### src/rtl/fifo_flex.sv
// fifo_flex: parametrised single-clock FIFO with FWFT/registered read, occupancy count and
// programmable almost flags. Define FIFO_FLEX_ERR_EN to add sticky overflow/underflow flags.
module fifo_flex #(
   parameter int DEPTH      = 16,
   parameter int DATA_WIDTH = 8,
   parameter int FWFT       = 0,
   parameter int AF_THRESH  = DEPTH - 2,
   parameter int AE_THRESH  = 2,
   localparam int CW        = $clog2(DEPTH + 1)
) (
   input  logic                  clk,
   input  logic                  rst,
   input  logic                  wren,
   input  logic [DATA_WIDTH-1:0] i_data,
   input  logic                  rden,
`ifdef FIFO_FLEX_ERR_EN
   input  logic                  err_clr,
   output logic                  overflow,
   output logic                  underflow,
`endif
   output logic [DATA_WIDTH-1:0] o_data,
   output logic                  o_valid,
   output logic                  full,
   output logic                  empty,
   output logic                  almost_full,
   output logic                  almost_empty,
   output logic [CW-1:0]         count
);

   localparam int            PW       = $clog2(DEPTH);
   localparam logic [PW-1:0] LAST_IDX = PW'(DEPTH - 1);
   localparam logic [CW-1:0] DEPTH_C  = CW'(DEPTH);
   localparam logic [CW-1:0] AF_C     = CW'(AF_THRESH);
   localparam logic [CW-1:0] AE_C     = CW'(AE_THRESH);

   if (DEPTH < 2 || AE_THRESH < 0 || AE_THRESH >= AF_THRESH || AF_THRESH > DEPTH) begin : g_param_err
      $error("fifo_flex: illegal DEPTH/AE_THRESH/AF_THRESH combination");
   end

   logic [DATA_WIDTH-1:0] mem [DEPTH];

   logic [PW-1:0]         rptr_q, rptr_d;
   logic [PW-1:0]         wptr_q, wptr_d;
   logic [CW-1:0]         count_q, count_d;
   logic [DATA_WIDTH-1:0] rdata_q, rdata_d;
   logic                  rvalid_q, rvalid_d;
   logic                  rd_acc, wr_acc;

   assign full         = (count_q == DEPTH_C);
   assign empty        = (count_q == '0);
   assign almost_full  = (count_q >= AF_C);
   assign almost_empty = (count_q <= AE_C);
   assign count        = count_q;

   // A full FIFO still takes a write when the head is popped in the same cycle.
   always_comb begin
      rd_acc   = rden && !empty;
      wr_acc   = wren && (!full || rd_acc);
      rptr_d   = rptr_q;
      wptr_d   = wptr_q;
      count_d  = count_q;
      rdata_d  = rdata_q;
      rvalid_d = 1'b0;
      if (rd_acc) begin
         rptr_d   = (rptr_q == LAST_IDX) ? '0 : rptr_q + 1'b1;
         rdata_d  = mem[rptr_q];
         rvalid_d = 1'b1;
      end
      if (wr_acc) begin
         wptr_d = (wptr_q == LAST_IDX) ? '0 : wptr_q + 1'b1;
      end
      if (wr_acc && !rd_acc) begin
         count_d = count_q + 1'b1;
      end else if (rd_acc && !wr_acc) begin
         count_d = count_q - 1'b1;
      end
   end

   always_ff @(posedge clk) begin
      if (rst) begin
         rptr_q   <= '0;
         wptr_q   <= '0;
         count_q  <= '0;
         rdata_q  <= '0;
         rvalid_q <= 1'b0;
      end else begin
         rptr_q   <= rptr_d;
         wptr_q   <= wptr_d;
         count_q  <= count_d;
         rdata_q  <= rdata_d;
         rvalid_q <= rvalid_d;
      end
   end

   // Storage is never cleared; a pass-through write lands after the old word was read out.
   always_ff @(posedge clk) begin
      if (wr_acc && !rst) begin
         mem[wptr_q] <= i_data;
      end
   end

   always_comb begin
      o_data  = (FWFT != 0) ? mem[rptr_q] : rdata_q;
      o_valid = (FWFT != 0) ? !empty : rvalid_q;
   end

`ifdef FIFO_FLEX_ERR_EN
   logic overflow_q, overflow_d;
   logic underflow_q, underflow_d;

   // Setting has priority over a coincident clear so no event is lost.
   always_comb begin
      overflow_d  = overflow_q;
      underflow_d = underflow_q;
      if (err_clr) begin
         overflow_d  = 1'b0;
         underflow_d = 1'b0;
      end
      if (wren && full && !rd_acc) begin
         overflow_d = 1'b1;
      end
      if (rden && empty) begin
         underflow_d = 1'b1;
      end
   end

   always_ff @(posedge clk) begin
      if (rst) begin
         overflow_q  <= 1'b0;
         underflow_q <= 1'b0;
      end else begin
         overflow_q  <= overflow_d;
         underflow_q <= underflow_d;
      end
   end

   assign overflow  = overflow_q;
   assign underflow = underflow_q;
`endif

endmodule

### config.mk
export PLATFORM = sky130hd
export DESIGN_NAME = fifo_flex
export DESIGN_NICKNAME = d
export VERILOG_FILES = /design/src/rtl/fifo_flex.sv
export SDC_FILE = /design/constraint.sdc
export NUM_CORES = 1
export LEC_CHECK = 0
export ABC_AREA = 1
export CORE_MARGIN = 2
export CORE_UTILIZATION = 60
export CTS_CLUSTER_DIAMETER = 120
export DETAILED_ROUTE_END_ITERATION = 6
export PLACE_DENSITY = 0.79
export SETUP_SLACK_MARGIN = 0.02
export SLEW_MARGIN = 20
export SYNTH_ARGS = -nofsm -noshare
export SYNTH_HDL_FRONTEND = slang
export SYNTH_SLANG_ARGS = --single-unit
### constraint.sdc
create_clock -name clk -period 3.01 [get_ports clk]
set_clock_uncertainty 0.2 [all_clocks]
set_input_delay 0.602 -clock clk [delete_from_list [all_inputs] [get_ports clk]]
set_output_delay 0.602 -clock clk [all_outputs]
set_load 0.005 [all_outputs]
# == Yosys cells after proc, flatten, opt, wreduce, memory -nomap -nowiden ==
# Memories as Yosys holds them, arrays and structs flattened. A register that Yosys moved wholly into a read port is not among the register bits.
# Index checks and enable logic that the tools add are counted.
# word_totals
reg_bits,14
input_bits,12
mem_bits_rw,128
mem_count,1
# memory_table
name,words,word_bits,read_ports,rd_clocked_by_memory_dff,write_ports,line_no,text
mem,16,8,1,1,1,40,logic [DATA_WIDTH-1:0] mem [DEPTH];
# classes
reduce_logical,13
muxes,7
n_eq_ne,3
order_cmp,2
addsub,4
# op_table
operator,count
5-bit 2-to-1 mux,2
"4-bit by 1-bit adder with 4-bit output, second input constant",2
"4-bit == test, second input constant",2
4-bit 2-to-1 mux,2
"5-bit by 1-bit adder with 5-bit output, second input constant",1
"5-bit == test, second input constant",1
"5-bit by 4-bit greater-or-equal comparator with 1-bit output, second input constant",1
"5-bit by 2-bit less-or-equal comparator with 1-bit output, second input constant",1
1-bit logical AND,5
1-bit logical NOT,5
5-bit logical NOT,1
"5-bit by 1-bit subtractor with 5-bit output, second input constant",1
1-bit 2-to-1 mux,3
2-bit nonzero test,1
1-bit logical OR,1

# == Logic depth before layout (Yosys ltp) ==
# logic_depth
depth_word,9
mapped_depth,14

# == Worst setup path before layout ==
# OpenSTA, ideal clock, no wires.
# synth_path
path_type,input-to-reg
start,in rden
end,reg count_q[3] (netlist: count[3])
required_time_ns,2.694
t_arrival_ns,2.056
path_buffers,0
setup_time_ns,0.116
path_slack_ns,0.638
path_stages,13
cell_sequence,inv_1 -> nand4_1 -> nand2_1 -> inv_1 -> ha_1 -> inv_1 -> ha_1 -> a21oi_1 -> nand2_1 -> nand2_1 -> nand3_1 -> o211ai_1 -> inv_1
# synth_between
elab_chain_cells,6
# synth_lines
element,line_no,text
"start, declared",15,"input logic rden,"
1-bit logical AND (*),57,rd_acc = rden && !empty;
1-bit logical OR,58,wr_acc = wren && (!full || rd_acc);
1-bit logical AND,58,
1-bit logical NOT,74,end else if (rd_acc && !wr_acc) begin
1-bit logical AND,74,
2-bit nonzero test (no line),n/a,
"end signal, assigned",89,count_q <= count_d;
"end, declared",44,"logic [CW-1:0] count_q, count_d;"
# Every way passes the cells marked *; elsewhere a longest branch is shown, timed or not.
# A chain may end at the register's enable or synchronous reset.

# == Worst setup path after layout ==
# layout_path
start,reg count_q[1] (netlist: count[1])
end,out almost_empty
# layout_between
elab_chain_cells,1
# layout_lines
element,line_no,text
5-bit by 2-bit less-or-equal comparator with 1-bit output,52,assign almost_empty = (count_q <= AE_C);
"end, declared",26,"output logic almost_empty,"
# Every way passes these cells.

==> summary.txt <==
Route
  – Vias per std cell: 5.62
  – Routed via count: 4,816
  – Final ANT Viol Nets: 0
  – # DRC: 0
  – DR iter-0 viols: 379
  – 1st-pass router iterations: 6
  – Routed wire per std cell: 17.7 um
  – Routed WL: 15,100 um

Layout
  – Share of cells above drive strength 1: 0.0865
  – Post-layout util: 0.717
  – Ant. Diodes: 0
  – Post-route cell area: 7710 um2
  – Filler Cells Inserted: 747
  – Area Growth Syn to Fin: 17.9%
  – Final std cells w/o fill: 857
  – Nets: 726

Global routing
  – Total grt overflow: 0
  – GRT Total Usage: 0.277
  – First-pass GRT wire length: 23,500 um
  – Initial antenna violation count: 0
  – Vias in the first global route: 4,597
  – Largest net degree at the start of global routing: 68

Worst hold path
  – Min-delay src: rptr_q[3]
  – Worst hold path type: flop to flop

Timing
  – Final Hold Viols: 0
  – Tcrit/Tclk final: 0.920
  – Headroom to the max-slew limit: 0.409
  – Max Freq: 361 MHz
  – Final min period: 2.77 ns
  – Setup TNS: 0 ns
  – Unrepaired setup endpoints after global routing: false
  – Final setup viols: 0
  – Max-slew violation count: 0
  – Slew @ Worst Pin: 0.885 ns

Power
  – Max VDD drop: 0.000532 V
  – Pwr Density: 812 nW/um2
  – Leak: 0.00323 uW

Critical path
  – Critical Path RT: 2.21 ns
  – CP cell instances: a2111oi_0 -> clkdlybuf4s50_1
  – Worst R2R Start: count[1]
  – Setup crit end kind: output port
  – Crit path launch type: flop
  – Crit path DAT: 1.97 ns
  – Critical path startpoint: count[1]
  – Crit Path Max Fanout: 7
  – Critical path type: flop to output port
  – Kind of cell adding the most delay to the critical path: buffers and inverters
  – CP Buf/Inv Count: 1
  – CP max stage delay: 0.58 ns
  – CP max stage cell: clkdlybuf4s50_1

Floorplan
  – Core area: 10,700 um2
  – Chip Height: 108 um
  – Initial Util: 0.608
  – Die area: 11,700 um2
  – I/O pin total: 30
  – Cell Rows: 38
  – Die X: 108 um

Clock tree
  – CTS Buf Count: 17
  – Bufs on Longest Clock Path: 2
  – CTS tree: done
  – Post-CTS Repair Setup Buffers: 0
  – Clk slew on worst S/H paths: 0.07 ns
  – CTS resizes: 0
  – Clock Sinks: 150
  – Worst skew pair latency: 0.54 ns
  – Post-CTS Hold Buffers: 0
  – CTS H-tree lvls: 4
  – Clock root cell: clkbuf_8

Synth
  – Post-synth top area share: 0.588
  – Synth area leader: edfxtp_1
  – Netlist Area Pre-Place: 6540 um2
  – Syn Inst Count: 657
  – Syn nets: 679
  – Flops & latches, synth: 150
  – Netlist cell types: 24
  – Register area share after synthesis: 0.656
  – Mean area per synthesized cell: 9.95 um2
  – Yosys warning total: 0
  – Synth area leaders: edfxtp_1 59%, nand2_1 10%, nand3_1 7.8%, dfxtp_1 6.7%, inv_1 5.6%

Place
  – Placed Area: 7060 um2
  – Placer congestion estimate: 0.861
  – Hpwl dp: 9320 um
  – Placed Cells: 825
  – I/O Buffers: 29

Run
  – Max_cap viols: 0

Outcome
  – Status: complete, no violations
==> stage by stage <==
stage	worst slack [ns]	hold slack, ns	power, uW
3_5_place_dp	0.0593	0.308	3950
6_report	0.242	0.331	6260
4_1_cts	0.225	0.318	6250
3_3_place_gp	0.170	0.295	3890
5_1_grt	0.0491	0.370	6520
2_1_floorplan	0.638	0.275	3410
==> registers in the layout (all words and copies together), names as in the netlist <==
register / count
rptr_q: 4
o_data: 8
wptr_q: 4
count: 5
o_valid: 1
mem: 128
==> cell families after synthesis <==
kind of cell	share of synthesized area
flops	0.656
xor+xnor	0.00536
simple gates	0.209
buf+inv	0.0789
fa+ha+maj	0.0203
compound gates	0.0308
==> cells in the mapped netlist <==
library cell,number
nor2_1,38
nand4_1,3
o21ai_0,13
buf_4,1
buf_2,19
clkbuf_1,4
fa_1,1
buf_6,1
nor2_2,1
nand2_2,1
a21oi_1,24
o211ai_1,1
clkinv_1,3
dfxtp_1,22
ha_1,9
xor2_1,4
inv_1,97
or2_2,1
nand2_1,180
inv_2,2
a2111oi_0,1
edfxtp_1,128
nand3_1,102
buf_1,1
==> tightest hold or removal path, delay by kind of cell (launching register included) <==
kind,cells,cell delay (ns)
DFF,1,0.35
and+or+nand+nor,1,0.08
AOI/OAI and AO/OA,1,0.06
==> final timing paths <==
path | depth (start not counted) | end | slack, ns
max reg2reg | 13 | count[4] | 0.48
min | 2 | rptr_q[3] | 0.33
max | 2 | almost_empty | 0.24
min reg2reg | 2 | rptr_q[3] | 0.33
==> placed cells by master (no fill, tap or decap), types with 13 or more instances in the layout <==
master           instances
nor2_1                  38
nand3_1                102
edfxtp_1               128
nand2_1                180
inv_1                   97
clkbuf_16               16
clkdlybuf4s50_1         29
a21oi_1                 24
o21ai_0                 13
buf_4                   25
dfxtp_1                 21
==> power breakdown <==
group          switching, uW  leakage, uW  internal (uW)
logic                    893      0.00158            563
clock network            840     0.000315           1460
registers                142      0.00133           2360
==> area by class of cell <==
type | instances | area [um2] | share of cell area
Sequential cell | 150 | 4290 | 0.556
Multi-Input combinational cell | 379 | 1740 | 0.225
Timing Repair Buffer | 54 | 478 | 0.0620
Clock buffer | 18 | 428 | 0.0555
Inverter | 102 | 383 | 0.0497
Clock inverter | 14 | 221 | 0.0287
Tap cell | 140 | 175 | 0.0227
==> layer usage <==
metal  vias up  share of wire  track usage
li1       2247              -            -
met1      2246           0.38        0.349
met2       276           0.51        0.474
met3        47          0.082       0.0428
met4         0          0.028        0.123
met5         -              0            0
Note: power is estimated with default switching activity, not from simulation.
